--- src/rtl/cache_line_fill_if.sv ---
// Bundle of request, way-array and memory-port signals for the line-fill engine.
// slave = engine side, master = controller/array/memory side.
interface cache_line_fill_if;
    logic        req_valid;
    logic        req_ready;
    logic [15:0] req_addr;
    logic [1:0]  req_way;
    logic        req_dirty;
    logic [15:0] req_victim_addr;

    logic [3:0]  way_sel;
    logic        way_enable;
    logic        way_we;
    logic [11:0] way_addr;
    logic [7:0]  way_data;
    logic [7:0]  way_dout;

    logic        mem_req_valid;
    logic        mem_req_ready;
    logic        mem_req_write;
    logic [15:0] mem_req_addr;
    logic [7:0]  mem_wdata;
    logic        mem_wvalid;
    logic        mem_wready;
    logic [7:0]  mem_rdata;
    logic        mem_rvalid;
    logic        done;

    modport slave (
        input  req_valid, req_addr, req_way, req_dirty, req_victim_addr,
        input  way_dout, mem_req_ready, mem_wready, mem_rdata, mem_rvalid,
        output req_ready, way_sel, way_enable, way_we, way_addr, way_data,
        output mem_req_valid, mem_req_write, mem_req_addr, mem_wdata, mem_wvalid, done
    );

    modport master (
        output req_valid, req_addr, req_way, req_dirty, req_victim_addr,
        output way_dout, mem_req_ready, mem_wready, mem_rdata, mem_rvalid,
        input  req_ready, way_sel, way_enable, way_we, way_addr, way_data,
        input  mem_req_valid, mem_req_write, mem_req_addr, mem_wdata, mem_wvalid, done
    );
endinterface

--- src/rtl/cache_line_fill.sv ---
// Line-fill engine: fetches a 16-byte line from memory into one way of a 4-way set array.
// Dirty-victim eviction is built only when LINE_WRITEBACK_EN is defined.
module cache_line_fill (
    input  logic             clk,
    input  logic             rst,
    cache_line_fill_if.slave bus
);
    typedef enum logic [2:0] {
        IDLE,
`ifdef LINE_WRITEBACK_EN
        WB_REQ,
        WB_DATA,
`endif
        FILL_REQ,
        FILL_DATA,
        FILL_LAST,
        DONE
    } state_t;

    state_t      state, state_nxt;
    logic [11:0] line_q;
    logic [1:0]  way_q;
    logic [3:0]  cnt;
    logic        we_q;
    logic [7:0]  wdata_q;
    logic [11:0] waddr_q;
    logic        accept, fbeat, wbeat;
    logic        unused_bits;

    assign accept = (state == IDLE) && bus.req_valid;
    assign fbeat  = (state == FILL_DATA) && bus.mem_rvalid;

`ifdef LINE_WRITEBACK_EN
    logic [11:0] victim_q;
    assign wbeat       = (state == WB_DATA) && bus.mem_wready;
    assign unused_bits = ^{bus.req_addr[3:0], bus.req_victim_addr[3:0]};
`else
    assign wbeat       = 1'b0;
    assign unused_bits = ^{bus.req_addr[3:0], bus.req_dirty, bus.req_victim_addr,
                           bus.way_dout, bus.mem_wready};
`endif

    always_ff @(posedge clk or posedge rst) begin
        if (rst) begin
            state   <= IDLE;
            line_q  <= '0;
            way_q   <= '0;
            cnt     <= '0;
            we_q    <= 1'b0;
            wdata_q <= '0;
            waddr_q <= '0;
`ifdef LINE_WRITEBACK_EN
            victim_q <= '0;
`endif
        end else begin
            state <= state_nxt;
            // Fill writes are registered: a beat is written on the cycle after it arrives.
            we_q  <= fbeat;
            if (accept) begin
                line_q <= bus.req_addr[15:4];
                way_q  <= bus.req_way;
                cnt    <= '0;
`ifdef LINE_WRITEBACK_EN
                victim_q <= bus.req_victim_addr[15:4];
`endif
            end else if (fbeat || wbeat) begin
                cnt <= cnt + 4'd1;
            end
            if (fbeat) begin
                wdata_q <= bus.mem_rdata;
                waddr_q <= {line_q[7:0], cnt};
            end
        end
    end

    always_comb begin
        state_nxt = state;
        case (state)
            IDLE: begin
                if (bus.req_valid) begin
`ifdef LINE_WRITEBACK_EN
                    state_nxt = bus.req_dirty ? WB_REQ : FILL_REQ;
`else
                    state_nxt = FILL_REQ;
`endif
                end
            end
`ifdef LINE_WRITEBACK_EN
            WB_REQ:    if (bus.mem_req_ready) state_nxt = WB_DATA;
            WB_DATA:   if (wbeat && cnt == 4'hF) state_nxt = FILL_REQ;
`endif
            FILL_REQ:  if (bus.mem_req_ready) state_nxt = FILL_DATA;
            FILL_DATA: if (fbeat && cnt == 4'hF) state_nxt = FILL_LAST;
            FILL_LAST: state_nxt = DONE;
            DONE:      state_nxt = IDLE;
            default:   state_nxt = IDLE;
        endcase
    end

    always_comb begin
        bus.req_ready     = (state == IDLE);
        bus.way_enable    = (state != IDLE);
        bus.way_sel       = (state == IDLE) ? 4'b0000 : (4'b0001 << way_q);
        bus.way_we        = we_q;
        bus.way_data      = wdata_q;
        bus.way_addr      = waddr_q;
        bus.mem_req_valid = 1'b0;
        bus.mem_req_write = 1'b0;
        bus.mem_req_addr  = '0;
        bus.mem_wdata     = '0;
        bus.mem_wvalid    = 1'b0;
        bus.done          = (state == DONE);
        case (state)
`ifdef LINE_WRITEBACK_EN
            WB_REQ: begin
                bus.mem_req_valid = 1'b1;
                bus.mem_req_write = 1'b1;
                bus.mem_req_addr  = {victim_q, 4'h0};
            end
            // Evict bytes stream straight from the way's combinational read port.
            WB_DATA: begin
                bus.way_addr   = {line_q[7:0], cnt};
                bus.mem_wdata  = bus.way_dout;
                bus.mem_wvalid = 1'b1;
            end
`endif
            FILL_REQ: begin
                bus.mem_req_valid = 1'b1;
                bus.mem_req_addr  = {line_q, 4'h0};
            end
            default: ;
        endcase
    end
endmodule

--- src/flat_wrapper.sv ---
// flat-port wrapper written by rule: the top's interface ports become plain ports
module cache_line_fill_flat 
  (clk, rst, bus_req_valid, bus_req_addr, bus_req_way, bus_req_dirty, bus_req_victim_addr, bus_way_dout, bus_mem_req_ready, bus_mem_wready, bus_mem_rdata, bus_mem_rvalid, bus_req_ready, bus_way_sel, bus_way_enable, bus_way_we, bus_way_addr, bus_way_data, bus_mem_req_valid, bus_mem_req_write, bus_mem_req_addr, bus_mem_wdata, bus_mem_wvalid, bus_done);
  cache_line_fill_if bus_i ();
  input  logic clk;
  input  logic rst;
  input wire logic [$bits(bus_i.req_valid)-1:0] bus_req_valid;
  input wire logic [$bits(bus_i.req_addr)-1:0] bus_req_addr;
  input wire logic [$bits(bus_i.req_way)-1:0] bus_req_way;
  input wire logic [$bits(bus_i.req_dirty)-1:0] bus_req_dirty;
  input wire logic [$bits(bus_i.req_victim_addr)-1:0] bus_req_victim_addr;
  input wire logic [$bits(bus_i.way_dout)-1:0] bus_way_dout;
  input wire logic [$bits(bus_i.mem_req_ready)-1:0] bus_mem_req_ready;
  input wire logic [$bits(bus_i.mem_wready)-1:0] bus_mem_wready;
  input wire logic [$bits(bus_i.mem_rdata)-1:0] bus_mem_rdata;
  input wire logic [$bits(bus_i.mem_rvalid)-1:0] bus_mem_rvalid;
  output wire logic [$bits(bus_i.req_ready)-1:0] bus_req_ready;
  output wire logic [$bits(bus_i.way_sel)-1:0] bus_way_sel;
  output wire logic [$bits(bus_i.way_enable)-1:0] bus_way_enable;
  output wire logic [$bits(bus_i.way_we)-1:0] bus_way_we;
  output wire logic [$bits(bus_i.way_addr)-1:0] bus_way_addr;
  output wire logic [$bits(bus_i.way_data)-1:0] bus_way_data;
  output wire logic [$bits(bus_i.mem_req_valid)-1:0] bus_mem_req_valid;
  output wire logic [$bits(bus_i.mem_req_write)-1:0] bus_mem_req_write;
  output wire logic [$bits(bus_i.mem_req_addr)-1:0] bus_mem_req_addr;
  output wire logic [$bits(bus_i.mem_wdata)-1:0] bus_mem_wdata;
  output wire logic [$bits(bus_i.mem_wvalid)-1:0] bus_mem_wvalid;
  output wire logic [$bits(bus_i.done)-1:0] bus_done;
  assign bus_i.req_valid = bus_req_valid;
  assign bus_i.req_addr = bus_req_addr;
  assign bus_i.req_way = bus_req_way;
  assign bus_i.req_dirty = bus_req_dirty;
  assign bus_i.req_victim_addr = bus_req_victim_addr;
  assign bus_i.way_dout = bus_way_dout;
  assign bus_i.mem_req_ready = bus_mem_req_ready;
  assign bus_i.mem_wready = bus_mem_wready;
  assign bus_i.mem_rdata = bus_mem_rdata;
  assign bus_i.mem_rvalid = bus_mem_rvalid;
  assign bus_req_ready = bus_i.req_ready;
  assign bus_way_sel = bus_i.way_sel;
  assign bus_way_enable = bus_i.way_enable;
  assign bus_way_we = bus_i.way_we;
  assign bus_way_addr = bus_i.way_addr;
  assign bus_way_data = bus_i.way_data;
  assign bus_mem_req_valid = bus_i.mem_req_valid;
  assign bus_mem_req_write = bus_i.mem_req_write;
  assign bus_mem_req_addr = bus_i.mem_req_addr;
  assign bus_mem_wdata = bus_i.mem_wdata;
  assign bus_mem_wvalid = bus_i.mem_wvalid;
  assign bus_done = bus_i.done;
  cache_line_fill u_core (.clk(clk), .rst(rst), .bus(bus_i));
endmodule
--- config.mk ---
export PLATFORM = sky130hd
export DESIGN_NAME = cache_line_fill_flat
export DESIGN_NICKNAME = d
export VERILOG_FILES = /design/src/rtl/cache_line_fill_if.sv /design/src/rtl/cache_line_fill.sv /design/src/flat_wrapper.sv
export SDC_FILE = /design/constraint.sdc
export NUM_CORES = 1
export LEC_CHECK = 0
export ABC_AREA = 1
export BUFFER_PORTS_ARGS = -buffer_cell sky130_fd_sc_hd__buf_2
export CORE_ASPECT_RATIO = 0.8
export CORE_MARGIN = 2
export CORE_UTILIZATION = 45
export DETAILED_ROUTE_END_ITERATION = 8
export PLACE_DENSITY = 0.8
export SLEW_MARGIN = 20
export SYNTH_ARGS = -nofsm -noshare
export SYNTH_HDL_FRONTEND = slang
export SYNTH_SLANG_ARGS = --single-unit
--- constraint.sdc ---
create_clock -name clk -period 1.6 [get_ports clk]
set_clock_uncertainty 0.2 [all_clocks]
set_input_delay 0.16 -clock clk [delete_from_list [all_inputs] [get_ports clk]]
set_output_delay 0.16 -clock clk [all_outputs]
set_load 0.02 [all_outputs]
==> qor.yml, run 1 <==
synth_area_per_cell_um2: 8.64
fp.dieH_um: 64.7
first_global_vias: 1834
vias_per_cell: 4.70
power.leakage_nw: 1.65
rsz0062_at_grt: "yes"
cp.arrival_ns: 1.37
critPathBufInv: 4
drive_gt1_frac: 0.376
dp_hpwl_um: 2760
yosysUniqueCellTypes: 25
path_clk_slew_ns: 0.07
fillers: 339
ys_warn_count: 0
num_antenna_cells: 0
seqCellArea_um2: 1050
fmax_mhz: 579
use_met3: 0.0557
use_met1: 0.210
synth_area_um2: 2070
synth_compound_area_frac: 0.0471
setup_tns_ns: -1.73
rrSetupSlack_ns: 0.02
path_cells: "buf_6 -> nor2_4 -> buf_12 -> inv_1 -> buf_6"
clock-sinks: 42
ios: 112
grtUsageMet2: 0.358
synthTopCellsByCount: "77 x nand2_1, 42 x dfrtp_1, 24 x inv_1, 24 x nand3_1, 17 x buf_4"
hold_ws_ns: 0.0391
htree_levels: 2
route.detailed.drc: 0
yosysMostFrequentCell: "nand2_1"
synth_simple_gate_area_frac: 0.291
cts_buffers: 5
avgRoutedWirePerCell_um: 13.2
syn2layout_area_growth_pct: 48.8
ys_ff_latch: 42
ys.flop_type: "dfrtp_1"
clockBufferDepth: 2
clk_latency_ns: 0.30
via_count: 1896
crit_top_cell: "buf_6"
port_buffers: 67
antenna_found_initial: 0
synth.area.mux_share: 0
grt.total_usage: 0.199
synth_area_leader_cell: "dfrtp_1"
slew_viol_final: 0
ant_nets: 0
ir_worst_vdd_mv: 1.33
die_area_um2: 5170
grt_start_max_net_pins: 43
netlist_instances: 240
required_ns: 1.24
setup_viol: 20
finalHoldViolCount: 0
start_util: 0.459
synth_top_family_by_area: "simple AND/OR/NAND/NOR gates"
ctsRootBufferMaster: "clkbuf_8"
yosys.area_share.adder: 0.00604
status: "finished, violations left"
power.density_nw_per_um2: 1970
path_max_fanout: 8
core-area_um2: 4510
fp-row-count: 22
synth_edf_count: 0
multi_input_area_um2: 920
hp-class: "input pin to register"
cp_slowest_stage_delay_ns: 0.45
drt_iter0_drc: 149
cpMaxStageDelayCell: "dfrtp_2"
violations: "negative setup slack"
timing_worst_setup_path_type: "register to primary output"
ys_async_sr_fraction: 1.00
cts_tree: "yes"
finalCriticalPeriod_ns: 1.73
synth-seq-area-share: 0.507
synthTopCellsByArea: "dfrtp_1 51%, nand2_1 14%, buf_4 6.2%"
drv_cap: 0
synth.top_cell.area_share: 0.507
grt_pass1_wl_um: 7690
firstDrtPassIters: 4
worst_slack_ns: -0.129
drt-total-wl_um: 5310
worstSetupEndpointType: "primary output"
grt-busiest-layer: "met2"
synth_xor_area_frac: 0.00422
gp_congestion: 0.830
nNetsFinal: 401
critPathLaunchType: "register"
die_w_um: 79.9
critical-path-top-delay-family: "buffers and inverters"
fin_crit_sh: 1.08
grt-ovfl-total: 0
[cell usage in the layout, fill, tap and decap left out, types with 2 or more instances in the layout]
master | netlist | final
dlygate4sd3_1 | 0 | 23
conb_1 | 1 | 14
nor2_2 | 1 | 6
clkbuf_8 | 0 | 5
dfrtp_1 | 42 | 41
buf_12 | 1 | 4
buf_2 | 1 | 49
nand2_8 | 0 | 2
nor3_4 | 0 | 4
inv_1 | 24 | 21
nand2_1 | 77 | 76
clkbuf_1 | 1 | 2
inv_2 | 1 | 2
nor2_1 | 15 | 5
buf_6 | 4 | 16
nor2_4 | 3 | 8
nand3_2 | 2 | 2
nor3_1 | 6 | 2
nand2_2 | 2 | 2
nand3_1 | 24 | 23
o21ai_2 | 10 | 10
buf_4 | 17 | 13
nand2_4 | 2 | 2
[final timing paths]
check / start / end / cells past startpoint
worst max-delay path: u_core.state[1]$_DFFE_PP0P_ / bus_way_enable / 5
min in group asynchronous: rst / u_core.line_q[9]$_DFFE_PP0P_ / 4
worst min register to register: u_core.bus.way_data[2]$_DFFE_PP0P_ / u_core.bus.way_data[2]$_DFFE_PP0P_ / 2
max in group asynchronous: rst / u_core.state[1]$_DFFE_PP0P_ / 4
worst min-delay path: bus_mem_req_ready / u_core.state[1]$_DFFE_PP0P_ / 5
worst max register to register: u_core.state[1]$_DFFE_PP0P_ / u_core.line_q[9]$_DFFE_PP0P_ / 6
[flip-flops by register name, indices dropped and copies added, names as in the netlist]
register,flops
u_core.bus.way_addr,12
u_core.line_q,12
u_core.bus.way_data,8
u_core.cnt,4
u_core.state,3
u_core.way_q,2
u_core.bus.way_we,1
[per-stage QoR]
step,std cells,cell area [um2],worst slack (ns),utilization,total power [mW]
after floorplan,253,2120,-0.0249,-,3.65
after global placement,359,2380,0.0842,0.527,4.20
after detailed placement,359,2380,0.0452,0.527,4.28
after CTS,396,2830,-0.110,0.626,5.39
after global routing,403,3090,-0.163,0.683,6.46
final,403,3090,-0.129,0.683,6.08
[tightest hold or removal path, delay by kind of cell]
kind / cells / cell delay (ns)
buffers and inverters: 2 / 0.15
AOI/OAI and AO/OA: 1 / 0.04
and+or+nand+nor: 2 / 0.16
[area by class of cell]
| type | instances | area share |
|---|---|---|
| flip-flops and latches | 42 | 0.341 |
| multi-input cells | 163 | 0.298 |
| repair buffers | 106 | 0.281 |
| inverters | 25 | 0.0312 |
| clock buffers | 7 | 0.0247 |
| well taps | 60 | 0.0243 |
[where the power goes]
| part | switching, mW | leakage, nW | total [mW] | internal (mW) |
|---|---|---|---|---|
| Sequential | 0.321 | 0.536 | 1.84 | 1.52 |
| Clock | 0.338 | 0.0383 | 0.638 | 0.300 |
| Combinational | 2.08 | 1.08 | 3.61 | 1.52 |
[metal layers]
layer | vias to the layer above | part of all wire
met5 | - | 0
met1 | 881 | 0.37
met4 | 0 | 0.025
met2 | 84 | 0.53
li1 | 919 | -
met3 | 12 | 0.072
[kinds of logic after synthesis]
| group | after synthesis |
|---|---|
| AND/OR/NAND/NOR | 134 |
| flip-flops | 42 |
| AO/OA/AOI/OAI | 12 |
| other | 1 |
| buffers and inverters | 49 |
| adder cells (fa/ha/maj) | 1 |
| XOR/XNOR | 1 |
[repair_timing]
item,in CTS,in global routing
hold buffers,23,0
setup buffers,6,5
resized for setup,23,50
pin swaps,1,2
cloned,1,2
setup endpoints to repair,19,42
hold endpoints to repair,64,0
Note: power is estimated with default switching activity, not from simulation.
==> run 2, diff against run 1 <==
--- a/config.mk
+++ b/config.mk
@@ -11,7 +11,7 @@
 export CORE_MARGIN = 2
 export CORE_UTILIZATION = 45
 export DETAILED_ROUTE_END_ITERATION = 8
-export PLACE_DENSITY = 0.8
+export PLACE_DENSITY = 0.91
 export SLEW_MARGIN = 20
 export SYNTH_ARGS = -nofsm -noshare
 export SYNTH_HDL_FRONTEND = slang
==> run 2 against run 1 <==
  * The flow still finishes with violations (negative setup slack)
  * Sequential cell count stayed put
  * Non-clock buffer count is 3 higher
  * Core utilization is 5.0 points higher
==> qor.yml, run 2 (synthesis gave the netlist of run 1 again) <==
cts_buffers: 5  # unchanged
fillers: 329  # was 339
nNetsFinal: 411  # was 401
rrSetupSlack_ns: -0.11  # was 0.02 ns
multi_input_area_um2: 1120  # was 920 um2
drt-total-wl_um: 6220  # was 5310 um
ir_worst_vdd_mv: 1.37  # was 1.33 mV
final_common_cell: "nand2_1"  # unchanged
ios: 112  # unchanged
htree_levels: 2  # unchanged
path_max_fanout: 7  # was 8
worstSetupEndpointType: "primary output"  # unchanged
grt-ovfl-total: 0  # unchanged
crit_start: "u_core.state[2]$_DFFE_PP0P_"  # was u_core.state[1]$_DFFE_PP0P_
drv_cap: 0  # unchanged
cts_tree: "yes"  # unchanged
timing.rr.end: "u_core.bus.way_addr[5]$_DFFE_PP0P_"  # was u_core.line_q[9]$_DFFE_PP0P_
vias_per_cell: 4.93  # was 4.70
fin_crit_sh: 1.10  # was 1.08
timing_worst_setup_path_type: "register to primary output"  # unchanged
rsz0062_at_grt: "yes"  # unchanged
hp-class: "input pin to register"  # unchanged
cp.arrival_ns: 1.40  # was 1.37 ns
status: "finished, violations left"  # unchanged
avgRoutedWirePerCell_um: 15.1  # was 13.2 um
start_util: 0.459  # unchanged
ctsRootBufferMaster: "clkbuf_8"  # unchanged
grt_start_max_net_pins: 35  # was 43
required_ns: 1.24  # about the same
postLayoutCoreUtil: 0.733  # was 0.683
ant_nets: 0  # unchanged
gp_congestion: 0.790  # was 0.830
finalHoldViolCount: 0  # unchanged
hold_ws_ns: 0.0328  # was 0.0391 ns
grt-busiest-layer: "met2"  # unchanged
die_w_um: 79.9  # unchanged
port_buffers: 67  # unchanged
core-area_um2: 4510  # unchanged
layout_common_cells: "56 x nand2_1, 50 x buf_2, 41 x dfrtp_1"  # was 76 x nand2_1, 49 x buf_2, 41 x dfrtp_1
place_ws_ns: -0.0466  # was 0.0452 ns
power_mw: 6.57  # was 6.08 mW
grt.total_usage: 0.192  # was 0.199
fmax_mhz: 569  # was 579 MHz
use_met1: 0.211  # was 0.210
path_clk_slew_ns: 0.07  # about the same
grtUsageMet2: 0.344  # was 0.358
clock-sinks: 42  # unchanged
syn2layout_area_growth_pct: 59.7  # was 48.8%
num_antenna_cells: 0  # unchanged
fp.dieH_um: 64.7  # unchanged
seqCellArea_um2: 1050  # unchanged
first_global_vias: 1739  # was 1834
finalInstanceArea_um2: 3310  # was 3090 um2
slew_headroom: 0.477
grt_pass1_wl_um: 7600  # was 7690 um
setup_viol: 59  # was 20
power.density_nw_per_um2: 1980  # was 1970 nW/um2
antenna_found_initial: 0  # unchanged
place_area_um2: 2370  # was 2380 um2
die_area_um2: 5170  # unchanged
drt_iter0_drc: 117  # was 149
clockBufferDepth: 2  # unchanged
dp_hpwl_um: 2920  # was 2760 um
crit_end: "bus_mem_req_addr[10]"  # was bus_way_enable
drive_gt1_frac: 0.483  # was 0.376
finalCriticalPeriod_ns: 1.76  # was 1.73 ns
tightest_slew_ns: 0.785
firstDrtPassIters: 6  # was 4
route.detailed.drc: 0  # unchanged
via_count: 2033  # was 1896
reg2reg_depth: 8  # was 6
violations: "negative setup slack"  # unchanged
critPathLaunchType: "register"  # unchanged
worst_slack_ns: -0.157  # was -0.129 ns
power.leakage_nw: 1.70  # was 1.65 nW
slew_viol_final: 0  # unchanged
use_met3: 0.0613  # was 0.0557
clk_latency_ns: 0.29  # was 0.30 ns
rr_startpoint: "u_core.state[2]$_DFFE_PP0P_"  # was u_core.state[1]$_DFFE_PP0P_
fp-row-count: 22  # unchanged
run 2: cell count changes in the layout (fill, tap and decap cells not counted), sizes merged:
cell | previous run | this run
nor2 | 19 | 20
buf | 82 | 85
nand2 | 82 | 88
bufbuf | 1 | 0
run 2: cell type report:
class	instances	share of cell area
well taps	60	0.0227
multi-input cells	170	0.339
repair buffers	109	0.266
flip-flops and latches	42	0.318
inverters	25	0.0291
clock buffers	6	0.0249
run 2: metal layers:
layer / vias up / wire length, um
li1: 954 / -
met1: 974 / 2400
met2: 100 / 3290
met3: 5 / 475
met4: 0 / 52
met5: - / 0
run 2: worst min path at each step:
stage                                 start                            endpoint  slack (ns)  depth (start not counted)
after floorplan            bus_mem_rdata[0]  u_core.bus.way_data[0]$_DFFE_PP0P_        0.08                          2
after global placement                  rst        u_core.line_q[6]$_DFFE_PP0P_      0.0003                          2
after detailed placement                rst        u_core.line_q[9]$_DFFE_PP0P_        0.01                          2
after CTS                 bus_mem_req_ready         u_core.state[1]$_DFFE_PP0P_        0.02                          5
after global routing      bus_mem_req_ready         u_core.state[1]$_DFFE_PP0P_         0.1                          5
final                     bus_mem_req_ready         u_core.state[1]$_DFFE_PP0P_        0.03                          5
run 2: power breakdown:
part	internal [mW]	leakage [nW]	total [mW]	switching, mW
Clock	0.333	0.0431	0.669	0.336
Sequential	1.52	0.536	1.87	0.354
Combinational	1.69	1.12	4.02	2.34
run 2: critical path, cell delays in order, from the launching register on:
cell and delay [ns]:
dfrtp_1 0.41, inv_2 0.11, nand3_2 0.11, buf_4 0.19
nor2_1 0.12, buf_4 0.16
run 2: stage by stage:
step / TNS [ns] / cells
floorplan: -0.0998 / 253
global route: -7.25 / 412
global placement: 0 / 359
detailed placement: -0.138 / 359
CTS: -1.05 / 395
finish: -4.15 / 412
run 2: timing repair:
action	4_1_cts	5_1_grt
setup buffers	6	8
pin swaps	1	19
hold buffers	23	0
gates resized for setup	26	71
setup endpoints to repair	30	55
endpoints found under the hold margin	39	0
cloned	1	9
